--- config.mk ---
export PLATFORM = sky130hd
export DESIGN_NAME = pc_sequencer_flat
export DESIGN_NICKNAME = d
export VERILOG_FILES = /design/src/rtl/pc_sequencer_if.sv /design/src/rtl/pc_sequencer.sv /design/src/flat_wrapper.sv
export SDC_FILE = /design/constraint.sdc
export NUM_CORES = 1
export LEC_CHECK = 0
export CORE_UTILIZATION = 49
export CTS_CLUSTER_SIZE = 14
export DETAILED_ROUTE_END_ITERATION = 8
export PLACE_DENSITY = 0.76
export SLEW_MARGIN = 0
export SYNTH_ARGS = -nofsm -noshare
export SYNTH_HDL_FRONTEND = slang
export SYNTH_SLANG_ARGS = --single-unit
--- constraint.sdc ---
create_clock -name clk -period 4.4 [get_ports clk]
set_input_delay 1.1 -clock clk [delete_from_list [all_inputs] [get_ports clk]]
set_output_delay 1.1 -clock clk [all_outputs]
set_load 0.01 [all_outputs]
--- src/rtl/pc_sequencer_if.sv ---
// Fetch-stage control and status bundle between the pipeline and pc_sequencer.
// The master drives redirect requests; the slave (the sequencer) returns
// the registered fetch address and status.
interface pc_sequencer_if #(
    parameter int WIDTH = 32
);
    logic             stall;
    logic             int_req;
    logic             jmp;
    logic             call;
    logic             ret;
    logic             jwsp;
    logic [WIDTH-1:0] jmp_dst;
    logic [WIDTH-1:0] acc_pc;
    logic [WIDTH-1:0] pc_out;
    logic [WIDTH-1:0] epc;
    logic             halted;
    logic             ras_overflow;
    logic             ras_underflow;

    modport master (
        output stall, int_req, jmp, call, ret, jwsp, jmp_dst, acc_pc,
        input  pc_out, epc, halted, ras_overflow, ras_underflow
    );

    modport slave (
        input  stall, int_req, jmp, call, ret, jwsp, jmp_dst, acc_pc,
        output pc_out, epc, halted, ras_overflow, ras_underflow
    );
endinterface

--- src/rtl/pc_sequencer.sv ---
// Fetch-stage program counter: selects the next fetch address from reset,
// interrupt, stall, call/jmp/ret, accumulated PC and increment sources, with
// a return-address stack, exception PC and a halt state at PC_LIMIT.
//
// state   | meaning
// --------+--------------------------------------------------------------
// ST_RUN  | PC advancing or just redirected
// ST_HALT | PC parked at PC_LIMIT; any redirect returns to ST_RUN
module pc_sequencer #(
    parameter int               WIDTH     = 32,
    parameter logic [WIDTH-1:0] RESET_VEC = WIDTH'(32),
    parameter logic [WIDTH-1:0] INT_VEC   = WIDTH'(0),
    parameter logic [WIDTH-1:0] PC_LIMIT  = WIDTH'(50),
    parameter int               RAS_DEPTH = 4
) (
    input  logic           clk,
    input  logic           reset,
    pc_sequencer_if.slave  bus
);
    localparam int SP_W = $clog2(RAS_DEPTH + 1);

    typedef enum logic {ST_RUN, ST_HALT} state_t;

    state_t           r_state, w_state_nxt;
    logic [WIDTH-1:0] r_pc, w_pc_nxt;
    logic [WIDTH-1:0] r_epc, w_epc_nxt;
    logic [SP_W-1:0]  r_sp, w_sp_nxt;
    logic             r_ovf, w_ovf_nxt;
    logic             r_unf, w_unf_nxt;
    logic [WIDTH-1:0] r_stack [RAS_DEPTH];
    logic [WIDTH-1:0] w_top;
    logic             w_push;
    logic             w_full;
    logic             w_empty;

    assign w_full  = (r_sp == SP_W'(RAS_DEPTH));
    assign w_empty = (r_sp == '0);

    // Top-of-stack read; the entry below the pointer is the most recent push.
    always_comb begin
        w_top = '0;
        for (int i = 0; i < RAS_DEPTH; i++) begin
            if (r_sp == SP_W'(i + 1)) w_top = r_stack[i];
        end
    end

    // Next-state selection in strict priority: interrupt, stall, call, jmp, ret, jwsp, increment.
    always_comb begin
        w_state_nxt = r_state;
        w_pc_nxt    = r_pc;
        w_epc_nxt   = r_epc;
        w_sp_nxt    = r_sp;
        w_ovf_nxt   = r_ovf;
        w_unf_nxt   = r_unf;
        w_push      = 1'b0;
        if (bus.int_req) begin
            w_epc_nxt   = r_pc;
            w_pc_nxt    = INT_VEC;
            w_state_nxt = ST_RUN;
        end else if (bus.stall) begin
            w_state_nxt = r_state;
        end else if (bus.call) begin
            w_pc_nxt    = bus.jmp_dst;
            w_state_nxt = ST_RUN;
            if (w_full) begin
                w_ovf_nxt = 1'b1;
            end else begin
                w_push   = 1'b1;
                w_sp_nxt = r_sp + SP_W'(1);
            end
        end else if (bus.jmp) begin
            w_pc_nxt    = bus.jmp_dst;
            w_state_nxt = ST_RUN;
        end else if (bus.ret) begin
            if (w_empty) begin
                w_unf_nxt = 1'b1;
            end else begin
                w_pc_nxt    = w_top;
                w_sp_nxt    = r_sp - SP_W'(1);
                w_state_nxt = ST_RUN;
            end
        end else if (bus.jwsp) begin
            w_pc_nxt    = bus.acc_pc;
            w_state_nxt = ST_RUN;
        end else if (r_pc < PC_LIMIT) begin
            w_pc_nxt    = r_pc + WIDTH'(1);
            w_state_nxt = ST_RUN;
        end else begin
            w_state_nxt = ST_HALT;
        end
    end

    // Control and status registers with synchronous reset.
    always_ff @(posedge clk) begin
        if (reset) begin
            r_state <= ST_RUN;
            r_pc    <= RESET_VEC;
            r_epc   <= '0;
            r_sp    <= '0;
            r_ovf   <= 1'b0;
            r_unf   <= 1'b0;
        end else begin
            r_state <= w_state_nxt;
            r_pc    <= w_pc_nxt;
            r_epc   <= w_epc_nxt;
            r_sp    <= w_sp_nxt;
            r_ovf   <= w_ovf_nxt;
            r_unf   <= w_unf_nxt;
        end
    end

    // Stack storage needs no reset; only the pointer defines valid entries.
    always_ff @(posedge clk) begin
        for (int i = 0; i < RAS_DEPTH; i++) begin
            if (!reset && w_push && r_sp == SP_W'(i)) r_stack[i] <= r_pc + WIDTH'(1);
        end
    end

    assign bus.pc_out        = r_pc;
    assign bus.epc           = r_epc;
    assign bus.halted        = (r_state == ST_HALT);
    assign bus.ras_overflow  = r_ovf;
    assign bus.ras_underflow = r_unf;
endmodule

--- src/flat_wrapper.sv ---
// flat-port wrapper written by rule: the top's interface ports become plain ports
module pc_sequencer_flat 
#(
    parameter int               WIDTH     = 32,
    parameter logic [WIDTH-1:0] RESET_VEC = WIDTH'(32),
    parameter logic [WIDTH-1:0] INT_VEC   = WIDTH'(0),
    parameter logic [WIDTH-1:0] PC_LIMIT  = WIDTH'(50),
    parameter int               RAS_DEPTH = 4
)
  (clk, reset, bus_stall, bus_int_req, bus_jmp, bus_call, bus_ret, bus_jwsp, bus_jmp_dst, bus_acc_pc, bus_pc_out, bus_epc, bus_halted, bus_ras_overflow, bus_ras_underflow);
  pc_sequencer_if #(.WIDTH(WIDTH)) bus_i ();
  input  logic clk;
  input  logic reset;
  input wire logic [$bits(bus_i.stall)-1:0] bus_stall;
  input wire logic [$bits(bus_i.int_req)-1:0] bus_int_req;
  input wire logic [$bits(bus_i.jmp)-1:0] bus_jmp;
  input wire logic [$bits(bus_i.call)-1:0] bus_call;
  input wire logic [$bits(bus_i.ret)-1:0] bus_ret;
  input wire logic [$bits(bus_i.jwsp)-1:0] bus_jwsp;
  input wire logic [$bits(bus_i.jmp_dst)-1:0] bus_jmp_dst;
  input wire logic [$bits(bus_i.acc_pc)-1:0] bus_acc_pc;
  output wire logic [$bits(bus_i.pc_out)-1:0] bus_pc_out;
  output wire logic [$bits(bus_i.epc)-1:0] bus_epc;
  output wire logic [$bits(bus_i.halted)-1:0] bus_halted;
  output wire logic [$bits(bus_i.ras_overflow)-1:0] bus_ras_overflow;
  output wire logic [$bits(bus_i.ras_underflow)-1:0] bus_ras_underflow;
  assign bus_i.stall = bus_stall;
  assign bus_i.int_req = bus_int_req;
  assign bus_i.jmp = bus_jmp;
  assign bus_i.call = bus_call;
  assign bus_i.ret = bus_ret;
  assign bus_i.jwsp = bus_jwsp;
  assign bus_i.jmp_dst = bus_jmp_dst;
  assign bus_i.acc_pc = bus_acc_pc;
  assign bus_pc_out = bus_i.pc_out;
  assign bus_epc = bus_i.epc;
  assign bus_halted = bus_i.halted;
  assign bus_ras_overflow = bus_i.ras_overflow;
  assign bus_ras_underflow = bus_i.ras_underflow;
  pc_sequencer #(.WIDTH(WIDTH), .RESET_VEC(RESET_VEC), .INT_VEC(INT_VEC), .PC_LIMIT(PC_LIMIT), .RAS_DEPTH(RAS_DEPTH)) u_core (.clk(clk), .reset(reset), .bus(bus_i));
endmodule
==> metrics.md, run 1 <==
| Metric | Value |
|---|---|
| Slew HR | `between 20 and 30%` |
| Ys async rst share | `0%` |
| CTS Sinks | `between 150 and 200` |
| Largest net degree at the start of global routing | `between 40 and 50` |
| Crit path top cell by count | `nor2_1` |
| Synth cell types | `63` |
| Worst Clk Skew | `between 0.01 and 0.015 ns` |
| TritonRoute pass-1 iters | `5` |
| Yosys warns | `0` |
| Rows | `around 50` |
| Syn-to-layout area delta | `23.5%` |
| CP max stage delay | `approximately 0.75 ns` |
| Mapped Avg Cell Area | `11.8 µm²` |
| Clk buf depth | `2` |
| Iteration-0 DRC Markers | `965` |
| Fin. Hold Viols | `0` |
| Routed vias/inst | `around 6.3` |
| Detailed Route WL | `25800 µm` |
| Initial core utilization | `roughly half` |
| First-pass GRT wire length | `around 38000 µm` |
| Cts bufs inserted | `17` |
| Cell leakage power | `about 3.9 nW` |
| Syn Inst Count | `766` |
| GRT Util Overall | `27.6%` |
| Post-synth top cells | `128 x edfxtp_1, 70 x dfxtp_1, 68 x nor2_1` |
| Slew @ Worst Pin | `between 1 and 1.5 ns` |
| P per Cell Area | `roughly 350 nW/µm²` |
| Crit path max-delay family | `buffers and inverters` |
| Clock slew at reported path FFs | `~0.07 ns` |
| Fill cells | `about 1400` |
| Top cell type's share of synthesized area | `between 40% and 50%` |
| Startpoint type of the worst setup path | `primary input` |
| Synth area leaders | `edfxtp_1 42%, dfxtp_1 15%, mux2i_1 4.0%` |
| Routability cong. | `about 0.86` |
| CP arrival | `3.53 ns` |
| NumNets Final | `roughly 960` |
| RSZ-0062 raised after global routing | `no` |
| Fmax | `approximately 0.32 GHz` |
| PortBufs | `between 100 and 150` |
| Clock tree root buffer cell | `clkbuf_16` |
| CP Max Fanout | `29` |
| HPWL after DPL | `about 17000 µm` |
| Worst skew pair latency | `around 0.44 ns` |
| Inserted Diodes | `0` |
| Post-route DRC | `0` |
| Top-count cell post-synth | `edfxtp_1` |
| Path type of the worst setup path | `primary input to flip-flop` |
| Slew Limit Fails | `0` |
| Cell taking the most area after synthesis | `edfxtp_1` |
| Chip Width | `roughly 140 µm` |
| Number of synthesized register bits | `slightly below 200` |
| Total number of H-tree levels | `4` |
| Minimum clock period | `roughly 3.2 ns` |
| # setup viols final | `0` |
| DR WL/cell | `approximately 23 µm` |
| CTS tree | `built` |
| Initial antenna violation count | `0` |
| Postcts setup bufs | `0` |
| Max-cap violations | `0` |
| Buf/Inv on CP | `2` |
| Total die area | `about 19000 µm²` |
| CTS Hold Bufs | `0` |
| Worst path cell trace | `clkdlybuf4s50_1 -> or3b_2 -> nor2_1 -> nor2_1 -> nand2_2 -> and2_1 -> buf_4 -> a32o_1` |
| Hold Worst Slack | `0.490 ns` |
| Critical Path Sink Type | `flip-flop` |
| Tcrit/Tclk final | `a little under three quarters` |
| Vias in the first global route | `approximately 6700` |
| Worst vdd ir | `roughly 0.00026 V` |
| Critical Path Slowest Stage Cell | `clkdlybuf4s50_1` |
| Chip Height | `around 140 µm` |
| Setup tns final | `0 ns` |
| # IOs | `roughly 140` |
| Worst EP required | `between 4 and 5 ns` |
| HP Class | `flip-flop to flip-flop` |
| Seq/Total Area, Yosys | `around 58%` |
| Final antenna-violating net count | `0` |
| Syn_nets | `845` |
| Prevailing post-synth register cell | `edfxtp_1` |
| Number of gates resized after cts | `0` |
| Status | `finished clean` |
| Via count | `~7000` |
| Post-Syn Area | `about 9100 µm²` |
| EDFF count, synth | `128` |
| Congestion Overflow GR | `0` |
| Layout cells sized above 1 | `slightly above 9%` |
| Core box area | `about 18000 µm²` |
## state kept, by name (all words and copies together) (netlist names)
name and cells:
u_core.bus.halted 1, u_core.r_sp 3, u_core.bus.ras_overflow 1, u_core.bus.pc_out 32
u_core.bus.epc 32, u_core.r_stack 128, u_core.bus.ras_underflow 1
## where the power goes
group / switching [W] / leakage (nW) / internal (W)
clock network: 0.000691 / 0.277 / 0.000799
logic: 0.000221 / 1.85 / 0.000193
registers: 0.0000448 / 1.79 / 0.00200
total: 0.000958 / 3.92 / 0.00299
## per-layer routing
layer,vias to the layer above,global-route usage (%),wire [µm]
met3,40,6.91,2620
met5,-,0,0
met4,0,9.48,558
met2,419,42.4,11700
met1,3428,38.1,10900
li1,3149,-,-
## path summary, 6_finish.rpt
path                                              from                                    to  slack [ns]  depth (start not counted)
setup / recovery                               bus_ret    u_core.bus.pc_out[24]$_SDFFE_PP0P_        1.24                          8
hold / removal    u_core.bus.ras_overflow$_SDFFE_PP0P_  u_core.bus.ras_overflow$_SDFFE_PP0P_        0.49                          2
setup reg to reg           u_core.r_sp[0]$_SDFFE_PP0P_     u_core.bus.pc_out[1]$_SDFFE_PP0P_        1.43                          9
hold reg to reg   u_core.bus.ras_overflow$_SDFFE_PP0P_  u_core.bus.ras_overflow$_SDFFE_PP0P_        0.49                          2
## worst reg2reg max path: cells and delay by family (launching register included)
| kind | cells | cell delay [ns] |
|---|---|---|
| AOI/OAI and AO/OA | 4 | 0.60 |
| adders and majority gates | 1 | 0.41 |
| buffers and inverters | 2 | 0.56 |
| DFF | 1 | 0.34 |
| and+or+nand+nor | 2 | 1.01 |
## per-stage QoR
stage	instance area, µm²	setup slack, ns	power (W)	utilization, %	cells
floorplan	9060	0.850	0.00230	-	766
global placement	10600	0.954	0.00249	58.9	1092
detailed placement	10600	0.865	0.00249	58.9	1092
CTS	11200	1.29	0.00395	62.0	1124
global route	11200	1.16	0.00407	62.0	1124
finish	11200	1.24	0.00395	62.0	1124
## final cells by class
cell class,instances,area [µm²],share of cell area (%)
clock buffer,18,439,3.93
tap,229,287,2.56
inverter,12,45.0,0.403
clock inverter,14,124,1.11
sequential,198,5250,46.9
multi-input combinational,493,3480,31.1
timing repair buffer,160,1570,14.0
## cells in the final DEF (no fill, tap or decap), types with 5 or more instances in the layout
cell type,n
a21o_1,16
a21oi_1,29
a221o_1,8
a221oi_1,23
a22o_1,5
a22oi_1,6
a31oi_1,6
a32o_1,20
and2_1,5
and3_1,7
buf_4,20
clkbuf_16,17
clkdlybuf4s50_1,137
dfxtp_1,70
edfxtp_1,128
ha_1,6
inv_1,12
mux2_2,5
mux2i_1,36
nand2_1,23
nand2b_1,22
nand3_1,15
nand3b_1,24
nand4_1,8
nor2_1,65
nor2b_1,7
nor3_1,7
nor4_1,10
o2111ai_1,5
o211ai_1,19
o21ai_0,37
xnor2_1,19
xor2_1,12
## cells by family (layout without fill, tap and decap cells)
| logic type | after synthesis | count (layout) | synth area share (%) |
|---|---|---|---|
| simple gates | 217 | 217 | 13.4 |
| flops | 198 | 198 | 57.9 |
| compound gates | 196 | 196 | 15.9 |
| buf+inv | 75 | 204 | 4.01 |
| mux | 41 | 41 | 4.60 |
| xor+xnor | 32 | 32 | 3.18 |
| fa+ha+maj | 7 | 7 | 0.967 |
Note: power is estimated with default switching activity, not from simulation.
==> run 2, diff against run 1 <==
- clock period: 4.4 -> 2.9 ns (I/O delays scaled with it)
==> run 2 against run 1 <==
Net effect:
- global-route usage is 1.0 points higher
- cell area up 4.6%
- setup slack got worse by 0.79 ns
- die area is the same
- core utilization is 2.8 points higher
- wire length up 2.2%
- clock skew decreased by 0.0039 ns
- sequential power is 50% higher
- non-clock buffer count is 42 higher
- via count is 3.2% higher
- clock-buffer cell count unchanged
- worst hold slack got worse by 0.012 ns
- critical endpoint is now bus_pc_out[14]
- largest cell class unchanged
- highest routed layer unchanged
==> metrics.md, run 2 (synthesized netlist as in run 1, its figures left out) <==
| Metric | Value |
|---|---|
| Status | `finished clean` |
| Buf/Inv on CP | `1` |
| CP Max Fanout | `10` |
| Cell leakage power | `4.21 nW` |
| Worst Clk Skew | `roughly 0.0094 ns` |
| DR WL/cell | `22.6 µm` |
| NumNets Final | `1003` |
| Layout cells sized above 1 | `between 10% and 20%` |
| PortBufs | `138` |
| Hold Worst Slack | `between 0.4 and 0.5 ns` |
| Worst r2r src | `u_core.bus.pc_out[8]$_SDFFE_PP0P_` |
| Number of gates resized after cts | `0` |
| Crit path max-delay family | `flip-flops` |
| Fill cells | `approximately 1400` |
| Total die area | `~19000 µm²` |
| Chip Width | `~140 µm` |
| Slew Limit Fails | `0` |
| Largest net degree at the start of global routing | `44` |
| Max-cap violations | `0` |
| Critical Path Sink Type | `output port` |
| Fmax | `roughly 0.4 GHz` |
| Clk buf depth | `2` |
| Startpoint type of the worst setup path | `flip-flop` |
| HP Class | `flip-flop to flip-flop` |
| Minimum clock period | `approximately 2.4 ns` |
| Biggest register | `u_core.r_stack` |
| WHS Endpoint | `u_core.bus.ras_underflow$_SDFFE_PP0P_` |
| Slew @ Worst Pin | `~0.67 ns` |
| Placed instance count | `1134` |
| Fin. Hold Viols | `0` |
| First-pass GRT wire length | `between 30000 and 40000 µm` |
| CTS Hold Bufs | `0` |
| Worst vdd ir | `about 0.0004 V` |
| Max reg flops | `128` |
| Clock slew at reported path FFs | `0.07 ns` |
| Initial antenna violation count | `0` |
| RSZ-0062 raised after global routing | `no` |
| Post-layout util | `64.9%` |
| Inserted Diodes | `0` |
| P per Cell Area | `around 550 nW/µm²` |
| CP arrival | `about 1.7 ns` |
| Worst skew pair latency | `~0.43 ns` |
| Detailed Route WL | `around 26000 µm` |
| Post-route DRC | `0` |
| Core box area | `18000 µm²` |
| Tcrit/Tclk final | `84.4%` |
| Commonest non-fill, non-tap cell in the layout | `clkdlybuf4s50_1` |
| Postcts setup bufs | `0` |
| Total number of H-tree levels | `4` |
| GRT Util Overall | `between 20% and 30%` |
| Setup tns final | `0 ns` |
| Vias in the first global route | `between 7000 and 8000` |
| CTS Sinks | `approximately 200` |
| Path type of the worst setup path | `flip-flop to output port` |
| CTS tree | `built` |
| # setup viols final | `0` |
| Via count | `7264` |
| Initial core utilization | `50.2%` |
| Cts bufs inserted | `17` |
| Final Non-Filler Cells | `1166` |
| CP max stage delay | `~0.65 ns` |
| Hold-critical path depth | `2` |
| Worst reg-to-reg path cell count | `7` |
| Hold_sp | `u_core.bus.ras_underflow$_SDFFE_PP0P_` |
| # IOs | `around 140` |
| TritonRoute pass-1 iters | `5` |
| Reg-to-reg endpoint | `u_core.bus.pc_out[19]$_SDFFE_PP0P_` |
| Syn-to-layout area delta | `29.1%` |
| Final antenna-violating net count | `0` |
| Chip Height | `about 140 µm` |
| Routability cong. | `0.875` |
| Total power | `around 0.0064 W` |
| Routed vias/inst | `around 6.2` |
| Worst EP required | `around 2.2 ns` |
| Most frequent cells in the layout | `137 x clkdlybuf4s50_1, 128 x edfxtp_1, 70 x dfxtp_1, 65 x nor2_1, 53 x buf_4` |
| Congestion Overflow GR | `0` |
| Iteration-0 DRC Markers | `~910` |
| Slew HR | `a little under three fifths` |
| Clock tree root buffer cell | `clkbuf_16` |
| HPWL after DPL | `18000 µm` |
| Critical Path Slowest Stage Cell | `dfxtp_1` |
| Worst path cell trace | `clkdlybuf4s50_1` |
| Flop-to-flop setup slack | `around 0.50 ns` |
| Rows | `49` |
## run 2: cell type report
class | count | area (µm²) | area share [%]
Tap cell | 229 | 287 | 2.45
Clock inverter | 14 | 221 | 1.89
Multi-Input combinational cell | 493 | 3470 | 29.7
Sequential cell | 198 | 5250 | 44.8
Inverter | 12 | 45.0 | 0.385
Timing Repair Buffer | 202 | 1990 | 17.1
Clock buffer | 18 | 429 | 3.67
## run 2: worst max-delay path by stage
stage | start | endpoint | cells past startpoint
2_1_floorplan | bus_int_req | u_core.r_stack[2][0]$_DFFE_PP_ | 4
4_1_cts | u_core.bus.pc_out[14]$_SDFFE_PP0P_ | bus_pc_out[14] | 1
6_report | u_core.bus.pc_out[14]$_SDFFE_PP0P_ | bus_pc_out[14] | 1
3_5_place_dp | bus_ret | u_core.bus.pc_out[27]$_SDFFE_PP0P_ | 8
3_3_place_gp | bus_ret | u_core.bus.pc_out[27]$_SDFFE_PP0P_ | 8
5_1_grt | u_core.r_sp[0]$_SDFFE_PP0P_ | u_core.bus.pc_out[23]$_SDFFE_PP0P_ | 8
## run 2: through the flow
stage               setup slack, ns  area (µm²)
floorplan                    -0.295        9060
global placement              0.130       11000
detailed placement            0.101       11000
CTS                           0.448       11700
global route                  0.309       11700
finish                        0.453       11700
## run 2: report_power, final
group | switching, W | total (W) | internal (W)
Combinational | 0.000371 | 0.000704 | 0.000333
Clock | 0.00106 | 0.00260 | 0.00154
Sequential | 0.0000435 | 0.00307 | 0.00303
## run 2: metal layers
metal / vias to the layer above / routed length (µm) / global-route usage [%]
met5: - / 0 / 0
met4: 0 / 601 / 10.6
met3: 47 / 2390 / 5.15
met2: 440 / 12300 / 44.6
met1: 3536 / 11100 / 40.1
li1: 3241 / - / -
==> run 3, diff against run 2 <==
- CORE_UTILIZATION: 49 -> 54
- PLACE_DENSITY: 0.76 -> 0.8
- clock period: 2.9 -> 2.35 ns (I/O delays scaled with it)
==> run 3 against run 2 <==
Net effect:
- highest routed layer unchanged
- total power increased by 20%
- die area decreased by 9.1%
- largest power group unchanged
- setup slack got worse by 0.41 ns
- cell area increased by 4.0%
- via count increased by 4.9%
==> metrics.md, run 3 (synthesized netlist as in run 1, its figures left out) <==
| Metric | Value |
|---|---|
| First-pass GRT wire length | `43300 µm` |
| Post-layout util | `approximately 75%` |
| Tcrit/Tclk final | `98.4%` |
| Iteration-0 DRC Markers | `roughly 970` |
| Slew @ Worst Pin | `0.860 ns` |
| # IOs | `139` |
| Congestion Overflow GR | `0` |
| Cell leakage power | `around 4.5 nW` |
| Detailed Route WL | `approximately 29000 µm` |
| Largest net degree at the start of global routing | `42` |
| NumNets Final | `between 1000 and 1500` |
| Cts bufs inserted | `17` |
| TritonRoute pass-1 iters | `5` |
| Sequential share of power | `between 40% and 50%` |
| Clk buf depth | `2` |
| Worst vdd ir | `between 0.0005 and 0.0006 V` |
| Psw | `about 0.0020 W` |
| Rows | `46` |
| Via count | `around 7600` |
| Final antenna-violating net count | `0` |
| Max reg flops | `approximately 130` |
| Critical Path Sink Type | `flip-flop` |
| Most frequent cells in the layout | `137 x clkdlybuf4s50_1, 128 x edfxtp_1, 109 x buf_4, 68 x dfxtp_1, 64 x nor2_1` |
| PortBufs | `roughly 140` |
| Slew HR | `a little over two fifths` |
| RSZ-0062 raised after global routing | `yes` |
| CP arrival | `2.70 ns` |
| Status | `finished clean` |
| Area after DPL | `~11000 µm²` |
| Fin. Hold Viols | `0` |
| Slew Limit Fails | `0` |
| Logic pwr share | `between 10% and 20%` |
| HPWL after DPL | `a little over 20000 µm` |
| Core box area | `around 16000 µm²` |
| Routed vias/inst | `between 6 and 7` |
| Worst EP required | `2.74 ns` |
| Final worst slack | `approximately 0.038 ns` |
| DR WL/cell | `approximately 24 µm` |
| Biggest register | `u_core.r_stack` |
| Chip Width | `approximately 130 µm` |
| CP Max Fanout | `10` |
| Post-route DRC | `0` |
| Fmax | `0.433 GHz` |
| Initial antenna violation count | `0` |
| Clock share of power | `between 30% and 40%` |
| Vias in the first global route | `between 7000 and 8000` |
| Commonest non-fill, non-tap cell in the layout | `clkdlybuf4s50_1` |
| CTS Sinks | `just under 200` |
| Startpoint type of the worst setup path | `flip-flop` |
| Switching Fraction | `a little over a quarter` |
| Max-cap violations | `0` |
| Worst skew pair latency | `between 0.4 and 0.5 ns` |
| Routability cong. | `0.898` |
| DP Worst Slack | `-0.294 ns` |
| P per Cell Area | `~630 nW/µm²` |
| Minimum clock period | `~2.3 ns` |
| Worst Clk Skew | `approximately 0.0089 ns` |
| Clock slew at reported path FFs | `~0.08 ns` |
| Total number of H-tree levels | `4` |
| HP Class | `flip-flop to flip-flop` |
| Clock tree root buffer cell | `clkbuf_16` |
| Inserted Diodes | `0` |
| Syn-to-layout area delta | `34.2%` |
| Path type of the worst setup path | `flip-flop to flip-flop` |
| Layout cells sized above 1 | `20.1%` |
| Final instance area | `about 12000 µm²` |
| # setup viols final | `0` |
| CTS Hold Bufs | `0` |
| CTS tree | `built` |
| Initial core utilization | `a little under three fifths` |
| Chip Height | `132 µm` |
| Int Pwr | `~0.0056 W` |
| Total die area | `about 17000 µm²` |
| GRT Util Overall | `between 30% and 40%` |
==> run 3: cell count changes in the layout (fill, tap and decap cells not counted), sizes merged <==
cell	change
clkinv	-1
bufbuf	+1
inv	+5
bufinv	-5
clkinvlp	+2
buf	+57
==> run 3: repair_timing <==
| action | CTS | global route |
|---|---|---|
| resized for setup | 4 | 17 |
| gates cloned | 1 | 1 |
| endpoints found under the hold margin | 0 | 0 |
| endpoints found under the setup margin | 7 | 21 |
| pin swaps | 0 | 2 |
| setup buffers | 0 | 2 |
==> run 3: stage by stage <==
step | hold slack [ns] | TNS (ns) | instances | total power [W]
5_1_grt | 0.515 | -0.0156 | 1212 | 0.00782
2_1_floorplan | 0.496 | -7.69 | 766 | 0.00431
3_3_place_gp | 0.465 | -6.82 | 1176 | 0.00478
6_report | 0.479 | 0 | 1212 | 0.00763
4_1_cts | 0.482 | 0 | 1209 | 0.00760
3_5_place_dp | 0.457 | -8.37 | 1176 | 0.00480
==> run 3: worst max-delay path, stage by stage (launching register included) <==
cell and delay (ns):
dfxtp_2 0.43, nand4_2 0.15, buf_4 0.21, nor4_4 0.25, buf_4 0.23, nand3_1 0.12, xnor2_1 0.45, a21o_1 0.24
a32o_1 0.17
==> run 3: power by group through the flow <==
stage / clock [W] / combinational, W / sequential (W)
final: 0.00286 / 0.00100 / 0.00378
after global routing: 0.00298 / 0.00106 / 0.00378
after CTS: 0.00285 / 0.000968 / 0.00378
after detailed placement: 0 / 0.000946 / 0.00385
after global placement: 0 / 0.000931 / 0.00385
after floorplan: 0 / 0.000434 / 0.00387
==> run 3: routing by layer <==
metal  vias up  wire, µm  global-route usage [%]
li1       3358         -                       -
met1      3743     11800                    46.1
met3        47      3470                    9.84
met5         -         0                       0
met2       474     12800                    49.2
met4         0       689                    12.2
==> run 3: final cells by class <==
class / count / area, µm²
timing repair buffer: 261 / 2470
inverter: 12 / 45.0
multi-input combinational: 493 / 3550
fill: 1066 / 3960
sequential: 198 / 5250
clock inverter: 15 / 153
clock buffer: 17 / 425
tap: 216 / 270
==> run 3: final timing paths <==
check | from | end | slack (ns) | cells after the start
setup / recovery | u_core.bus.pc_out[6]$_SDFFE_PP0P_ | u_core.bus.pc_out[20]$_SDFFE_PP0P_ | 0.04 | 8
hold / removal | u_core.bus.ras_overflow$_SDFFE_PP0P_ | u_core.bus.ras_overflow$_SDFFE_PP0P_ | 0.48 | 2
setup reg to reg | u_core.bus.pc_out[6]$_SDFFE_PP0P_ | u_core.bus.pc_out[20]$_SDFFE_PP0P_ | 0.04 | 8
hold reg to reg | u_core.bus.ras_overflow$_SDFFE_PP0P_ | u_core.bus.ras_overflow$_SDFFE_PP0P_ | 0.48 | 2
